<file path="src/rtl/cvxif_compressed_arbiter.sv">
// Shares one CV-X-IF compressed channel among decode lanes, lowest pending lane first.
// Latency: request 1 cycle after pending, result 1 cycle after handshake; stalls pending lanes until resolved.
module cvxif_compressed_arbiter #(
    parameter int NrPorts       = 2,
    parameter int XLEN          = 64,
    parameter int TimeoutCycles = 16
) (
    input  logic                    clk_i,
    input  logic                    rst_ni,
    input  logic                    flush_i,
    input  logic [XLEN-1:0]         hart_id_i,
    input  logic [NrPorts-1:0]      lane_valid_i,
    input  logic [NrPorts-1:0]      lane_illegal_i,
    input  logic [NrPorts*16-1:0]   lane_instr_i,
    input  logic [NrPorts-1:0]      lane_consume_i,
    output logic [NrPorts-1:0]      lane_stall_o,
    output logic [NrPorts-1:0]      lane_done_o,
    output logic [NrPorts-1:0]      lane_accept_o,
    output logic [NrPorts*32-1:0]   lane_instr_o,
    output logic                    x_valid_o,
    input  logic                    x_ready_i,
    output logic [15:0]             x_instr_o,
    output logic [XLEN-1:0]         x_hartid_o,
    input  logic                    x_accept_i,
    input  logic [31:0]             x_instr_i,
    output logic                    busy_o
);

    localparam int SW = (NrPorts > 1) ? $clog2(NrPorts) : 1;
    localparam int CW = (TimeoutCycles > 1) ? $clog2(TimeoutCycles) : 1;
    localparam logic [CW-1:0] CntMax = CW'((TimeoutCycles > 0) ? TimeoutCycles - 1 : 0);

    typedef enum logic {IDLE, REQ} state_e;

    state_e                   state_q, state_d;
    logic [NrPorts-1:0]       pending;
    logic [NrPorts-1:0]       done_q, accept_q;
    logic [NrPorts-1:0][31:0] result_q;
    logic [SW-1:0]            sel_q, sel_d, sel_cand;
    logic [15:0]              instr_q, instr_d, instr_cand;
    logic [XLEN-1:0]          hartid_q;
    logic [CW-1:0]            cnt_q;
    logic                     start, finish, hs_accept;

    assign pending      = lane_valid_i & lane_illegal_i & ~done_q;
    assign lane_stall_o = pending;
    assign lane_done_o  = done_q;
    assign lane_accept_o = accept_q;
    assign lane_instr_o = result_q;
    assign x_valid_o    = (state_q == REQ);
    assign x_instr_o    = instr_q;
    assign x_hartid_o   = (state_q == REQ) ? hartid_q : hart_id_i;
    assign busy_o       = (state_q != IDLE);
    assign hs_accept    = x_ready_i & x_accept_i;

    // Descending scan so the lowest pending index is the one left standing.
    always_comb begin
        sel_cand   = '0;
        instr_cand = '0;
        for (int i = NrPorts - 1; i >= 0; i--) begin
            if (pending[i]) begin
                sel_cand   = SW'(i);
                instr_cand = lane_instr_i[i*16 +: 16];
            end
        end
    end

    always_comb begin
        state_d = state_q;
        sel_d   = sel_q;
        instr_d = instr_q;
        start   = 1'b0;
        finish  = 1'b0;
        case (state_q)
            IDLE: begin
                if (|pending && !flush_i) begin
                    state_d = REQ;
                    sel_d   = sel_cand;
                    instr_d = instr_cand;
                    start   = 1'b1;
                end
            end
            REQ: begin
                if (flush_i) begin
                    state_d = IDLE;
                end else if (x_ready_i) begin
                    state_d = IDLE;
                    finish  = 1'b1;
                end else if (TimeoutCycles != 0 && cnt_q == CntMax) begin
                    state_d = IDLE;
                    finish  = 1'b1;
                end
            end
            default: state_d = IDLE;
        endcase
    end

    always_ff @(posedge clk_i or negedge rst_ni) begin
        if (!rst_ni) begin
            state_q  <= IDLE;
            sel_q    <= '0;
            instr_q  <= '0;
            hartid_q <= '0;
        end else begin
            state_q <= state_d;
            sel_q   <= sel_d;
            instr_q <= instr_d;
            if (start) hartid_q <= hart_id_i;
        end
    end

    always_ff @(posedge clk_i or negedge rst_ni) begin
        if (!rst_ni) begin
            cnt_q <= '0;
        end else if (start || flush_i) begin
            cnt_q <= '0;
        end else if (state_q == REQ) begin
            cnt_q <= cnt_q + 1'b1;
        end
    end

    // A timeout completes with ready low, so hs_accept stores a reject.
    always_ff @(posedge clk_i or negedge rst_ni) begin
        if (!rst_ni) begin
            done_q   <= '0;
            accept_q <= '0;
            result_q <= '0;
        end else begin
            for (int i = 0; i < NrPorts; i++) begin
                if (flush_i) begin
                    done_q[i]   <= 1'b0;
                    accept_q[i] <= 1'b0;
                    result_q[i] <= '0;
                end else if (finish && sel_q == SW'(i)) begin
                    done_q[i]   <= 1'b1;
                    accept_q[i] <= hs_accept;
                    result_q[i] <= hs_accept ? x_instr_i : 32'h0;
                end else if (lane_consume_i[i]) begin
                    done_q[i]   <= 1'b0;
                    accept_q[i] <= 1'b0;
                    result_q[i] <= '0;
                end
            end
        end
    end

endmodule

</file>
<file path="config.mk">
export PLATFORM = sky130hd
export DESIGN_NAME = cvxif_compressed_arbiter
export DESIGN_NICKNAME = d
export VERILOG_FILES = /design/src/rtl/cvxif_compressed_arbiter.sv
export SDC_FILE = /design/constraint.sdc
export NUM_CORES = 1
export LEC_CHECK = 0
export BUFFER_PORTS_ARGS = -buffer_cell sky130_fd_sc_hd__buf_4
export CORE_ASPECT_RATIO = 1.5
export CORE_MARGIN = 8
export CORE_UTILIZATION = 45
export CTS_CLUSTER_DIAMETER = 200
export DETAILED_ROUTE_END_ITERATION = 10
export GPL_ROUTABILITY_DRIVEN = 0
export PLACE_DENSITY = 0.78
export SLEW_MARGIN = 20
export SYNTH_ARGS = -nofsm -noshare
export SYNTH_HDL_FRONTEND = slang
export SYNTH_SLANG_ARGS = --single-unit
</file>
<file path="constraint.sdc">
create_clock -name clk_i -period 1.6 [get_ports clk_i]
set_input_delay 0.24 -clock clk_i [delete_from_list [all_inputs] [get_ports clk_i]]
set_output_delay 0.24 -clock clk_i [all_outputs]
set_load 0.03 [all_outputs]
</file>
## Yosys cells after proc, flatten, opt, wreduce, memory -nomap -nowiden

Cells that the tools add are included.

- Memory bits (read-only): 0
- Memories: 0
- Bits in writable memories: 0
- Latch bits: 0
- Input bits: 139
- Output and inout port bits: 152
- Bits in registers: 154

- Reductions and logical operators: 10
- Bitwise logic cells: 6
- $mul: 0
- Shift operators: 0
- Equality and inequality tests: 1
- Divide/modulo/power cells: 0
- $lt $le $gt $ge: 0
- Mux-type cells: 34
- Add/sub/neg operators: 1

Operators with widths:

| cell | number |
|---|---|
| two-way mux 32 bit | 7 |
| two-way mux 64 bit | 1 |
| two-way mux 16 bit | 2 |
| two-way mux 1 bit | 21 |
| two-way mux 4 bit | 2 |
| nonzero test 3 bit | 2 |
| adder 4 x 1 -> 4 bit (second input constant) | 1 |
| bitwise AND 2 bit | 2 |
| equality test 4 bit (second input constant) | 1 |
| logical AND 1 bit | 3 |
| inverter 1 bit | 2 |
| inverter 2 bit | 1 |
| one-hot mux 1 bit (2 select lines) | 1 |
| AND reduction 2 bit | 1 |
| nonzero test 2 bit | 1 |
| OR reduction 2 bit | 1 |
| bitwise AND 1 bit | 1 |
| zero test 1 bit | 1 |
| logical OR 1 bit | 1 |

## Depth between registers and ports, before layout

- Depth in word-level cells: 8
- Gate-level depth with buffers: 7

## Least setup slack after synthesis

OpenSTA, ideal clock, no wires.

- Path kind: register -> output
- Start: register state_q, in the netlist busy_o
- End: output x_hartid_o[20]
- Arrival: 1.676 ns
- Stages on the path, launching flop included: 4
- Data required time: 1.360 ns
- Slack: -0.316 ns
- Path through: dfrtp_1 -> clkbuf_1 -> buf_1 -> mux2_2

- Longest elaborated chain between the ends: 1

Ends and longest elaborated chain:

| what | RTL line | source |
|---|---|---|
| start: declaration | 35 | `state_e state_q, state_d;` |
| start signal: assignment | 105 | `state_q <= state_d;` |
| two-way mux 64 bit | 52 | `assign x_hartid_o = (state_q == REQ) ? hartid_q : hart_id_i;` |
| end: declaration | 23 | `output logic [XLEN-1:0] x_hartid_o,` |

Every way passes these cells.

## Worst setup path in the final report

- Start: register state_q, in the netlist busy_o
- End: output x_hartid_o[19]

Same word-level chain as after synthesis.

==> results.rst <==
.. list-table::
   :header-rows: 1

   * - Metric
     - Value
   * - Type of the most critical hold path
     - in2reg
   * - Worst-case clock buffer depth
     - 2
   * - Global-route layer with the greatest usage
     - met2
   * - Arrival @ worst endpoint
     - 1640 ps
   * - Total power
     - around 13 mW
   * - Number of input and output port buffers inserted
     - slightly below 300
   * - Core Rows
     - 58
   * - Fmax
     - about 530 MHz
   * - Final worst path period need
     - roughly 1900 ps
   * - Slowest stage cell on the critical path
     - dfrtp_2
   * - Clk Tree Root Cell
     - clkbuf_16
   * - Smallest setup slack after layout
     - -284 ps
   * - Unrepaired setup endpoints after global routing
     - true
   * - Largest net degree at the start of global routing
     - 64
   * - Design area
     - roughly 12000 µm²
   * - Total vias in the final route
     - 6079
   * - Leak pwr
     - 6.21 nW
   * - Number of diodes
     - 0
   * - Synth Area in Compound Gates
     - 2.67%
   * - First-pass GRT wire length
     - around 35 mm
   * - End-of-flow core utilization
     - about 73%
   * - Post-synth net total
     - roughly 720
   * - Grt met2 use
     - approximately 37%
   * - Dominant delay contributor by cell family on the critical path
     - buffers and inverters
   * - CP Capture Type
     - primary output
   * - Relative slew slack
     - approximately 76%
   * - Hold slack
     - around 58 ps
   * - Die height
     - about 170 µm
   * - Synthesized instance count
     - between 500 and 600
   * - Met3 Usage GRT
     - under 10%
   * - Avg Inst Size Synth
     - around 13 µm²
   * - Per-cell via count in the routed design
     - 5.34
   * - CTS H-Tree Depth
     - 4
   * - Die area
     - roughly 21000 µm²
   * - Layout Skew
     - roughly 14 ps
   * - WP buf/inv
     - 3
   * - Vias in the first global route
     - between 6000 and 7000
   * - Synth cell types
     - 31
   * - DRC violation total after the first TritonRoute iteration
     - 407
   * - Required time reported for the critical path endpoint
     - 1360 ps
   * - Overall overflow remaining after global route
     - 0
   * - Net count, final
     - around 1100
   * - Combinational family with the most area after synthesis
     - multiplexers
   * - Violations in the final reports
     - setup timing
   * - Sequential fraction of the synthesis area
     - about half
   * - Number of antenna violations at the first check in global routing
     - 0
   * - Fraction of the cycle the final worst path needs
     - 118%
   * - Pwr Density
     - ~1100 nW/µm²
   * - Routed Wire Length
     - around 26 mm
   * - Setup CP Type
     - reg2out
   * - Signed area change from the synthesized netlist to the final layout
     - 61.1%
   * - Slew of the pin with the lowest slew margin
     - between 300 and 400 ps
   * - DPL Wire Length
     - around 16 mm
   * - Area of the placeable core
     - ~17000 µm²
   * - Setup-failing EPs final
     - 177
   * - Fraction of the mapped netlist area in adder cells
     - less than 1%
   * - Remaining DRCs
     - 0
   * - Max_cap viols
     - 0
   * - Maximum VDD drop
     - ~0.00064 V
   * - Detailed-routing iteration count for the pre-antenna-repair pass
     - 4
   * - Yosys warns
     - 0
   * - Number of placed cells counting well taps
     - approximately 1100
   * - Hold Fails Final Rpt
     - 0
   * - Final standard cell count with taps included and fillers excluded
     - around 1100
   * - GRT Util Overall
     - 21.1%
   * - Worst skew pair latency
     - roughly 420 ps
   * - Top fanout value on the critical path
     - 7
   * - Die Span X
     - ~120 µm
   * - I/O pin cnt
     - 291
   * - Slew Viols, Final
     - 0
   * - Initial core utilization
     - a little under half
   * - Clock buffers created by TritonCTS
     - 17
   * - Cell area after synthesis
     - approximately 7500 µm²
   * - Status
     - complete, but fails checks
   * - Share of post-route cells with drive strength above 1
     - approximately three fifths
   * - TritonCTS clock tree
     - done
   * - Clock-pin slew reported for the worst setup and hold paths after clock tree synthesis
     - approximately 70 ps
   * - Met1 track utilization from global routing
     - ~23%
   * - Portion of netlist area occupied by mux cells
     - between 30% and 40%
   * - Largest incremental delay on the critical path
     - roughly 420 ps
   * - Antenna-violating nets left
     - 0
   * - Post-detailed-route wirelength per cell
     - about 23 µm
   * - Synthesized flop and latch total
     - roughly 150
   * - Area of placed instances
     - slightly above 10000 µm²
   * - Kind of launch point of the worst setup path
     - flop
   * - Xor and xnor area share after synthesis
     - less than 1%
   * - Clock sink total
     - roughly 150
   * - Series of cell instances along the critical path
     - buf_8, clkbuf_16, mux2_2, buf_6
   * - Synthesized-area fraction occupied by and/or/nand/nor cells
     - under 10%
==> final timing paths <==
kind	start	to	slack, ps	cells after the start
min	hart_id_i[36]	hartid_q[36]$_DFFE_PN0P_	60	2
min reg2reg	x_instr_o[12]$_DFFE_PN0P_	x_instr_o[12]$_DFFE_PN0P_	510	1
max in group asynchronous	rst_ni	lane_instr_o[60]$_DFFE_PN0P_	760	3
max	busy_o$_DFF_PN0_	x_hartid_o[19]	-280	4
max reg2reg	busy_o$_DFF_PN0_	hartid_q[19]$_DFFE_PN0P_	-220	5
min in group asynchronous	rst_ni	x_instr_o[11]$_DFFE_PN0P_	230	2
==> layout by cell type (no fill, tap or decap), types with 2 or more instances in the layout <==
cell        instances
dfrtp_2             2
buf_4             242
clkinvlp_4          2
and4b_1            16
dfrtp_1           152
nand3_1             2
a21o_4              3
buf_12             19
buf_16              4
mux2i_1            81
xor2_1              2
buf_8               5
nand4b_1            3
nand3b_1            3
o2bb2ai_1           2
inv_8               3
nor2_2              2
mux2_4            109
nor2_1              2
o2bb2ai_4           3
clkinv_4            3
clkbuf_16          28
a21oi_1             3
buf_6              81
inv_6               5
nand2_1           101
mux2_2             19
o2bb2ai_2          11
nand2b_1            3
==> worst register-to-register path: stages, from the launching register on <==
cell       delay (ps)
dfrtp_2           450
buf_6             160
or2_1             300
a21o_4            300
clkbuf_16         200
mux2_4            300
==> cell type report <==
type	instances	area, µm²
clock inverters	14	149
fillers	1102	4470
multi-input cells	378	3780
clock buffers	18	429
well taps	210	263
repair buffers	363	3580
flip-flops and latches	154	3860
inverters	2	22.5
==> metal layers <==
layer / vias up / wire [µm]
met5: - / 0
met4: 0 / 865
met3: 51 / 1740
met2: 257 / 13700
met1: 3065 / 9450
li1: 2706 / -
==> flip-flops by register name, summed over array words and instances (netlist names) <==
name           flops
busy_o             1
cnt_q              4
hartid_q          64
lane_accept_o      2
lane_done_o        2
lane_instr_o      64
sel_q              1
x_instr_o         16
==> Yosys cell counts <==
cell type	count	area (µm²)
xor2_1	2	17.5
buf_1	7	26.3
buf_2	12	60.1
nor3_1	1	5.00
mux2i_1	82	821
mux2_2	65	732
a211oi_1	1	7.51
a21o_1	2	15.0
nor2_1	4	15.0
nand2_1	101	379
nor3b_1	1	7.51
nand2b_1	3	18.8
and2_1	1	6.26
o22a_1	1	8.76
nand4b_1	3	26.3
a31o_2	1	8.76
clkbuf_1	16	60.1
mux2_4	60	901
nand3_1	3	15.0
o21ai_0	1	5.00
and4b_1	17	170
inv_1	2	7.51
or2_1	1	6.26
mux2_1	3	33.8
buf_4	1	7.51
dfrtp_1	154	3850
o2bb2ai_1	16	140
ha_1	1	12.5
nand3b_1	3	22.5
a21oi_1	3	15.0
buf_6	8	90.1
==> where the power goes <==
group / switching, mW / leakage (nW) / internal, mW / total, mW
Sequential: 0.377 / 1.98 / 4.42 / 4.80
Clock: 1.83 / 0.278 / 2.21 / 4.04
Combinational: 1.83 / 3.95 / 2.24 / 4.07
==> what timing repair did <==
| item | in CTS | in global routing |
|---|---|---|
| pin swaps | 1 | 7 |
| gates cloned | 6 | 15 |
| hold buffers | 1 | 0 |
| setup endpoints to repair | 82 | 180 |
| setup buffers | 13 | 15 |
| hold endpoints to repair | 110 | 0 |
| gates resized for setup | 31 | 146 |
==> per-stage QoR <==
step	setup WS, ps	setup TNS, ps
finish	-284	-29840
global route	-317	-35400
CTS	-290	-25640
detailed placement	-17.5	-40.8
global placement	58.6	0
floorplan	-105	-10680
==> cell families (layout without fill, tap and decap cells) <==
family / Yosys count / after routing
mux: 210 / 210
flops: 154 / 154
simple gates: 138 / 138
buf+inv: 46 / 397
compound gates: 25 / 27
xor+xnor: 2 / 2
fa+ha+maj: 1 / 1
Note: power is estimated with default switching activity, not from simulation.
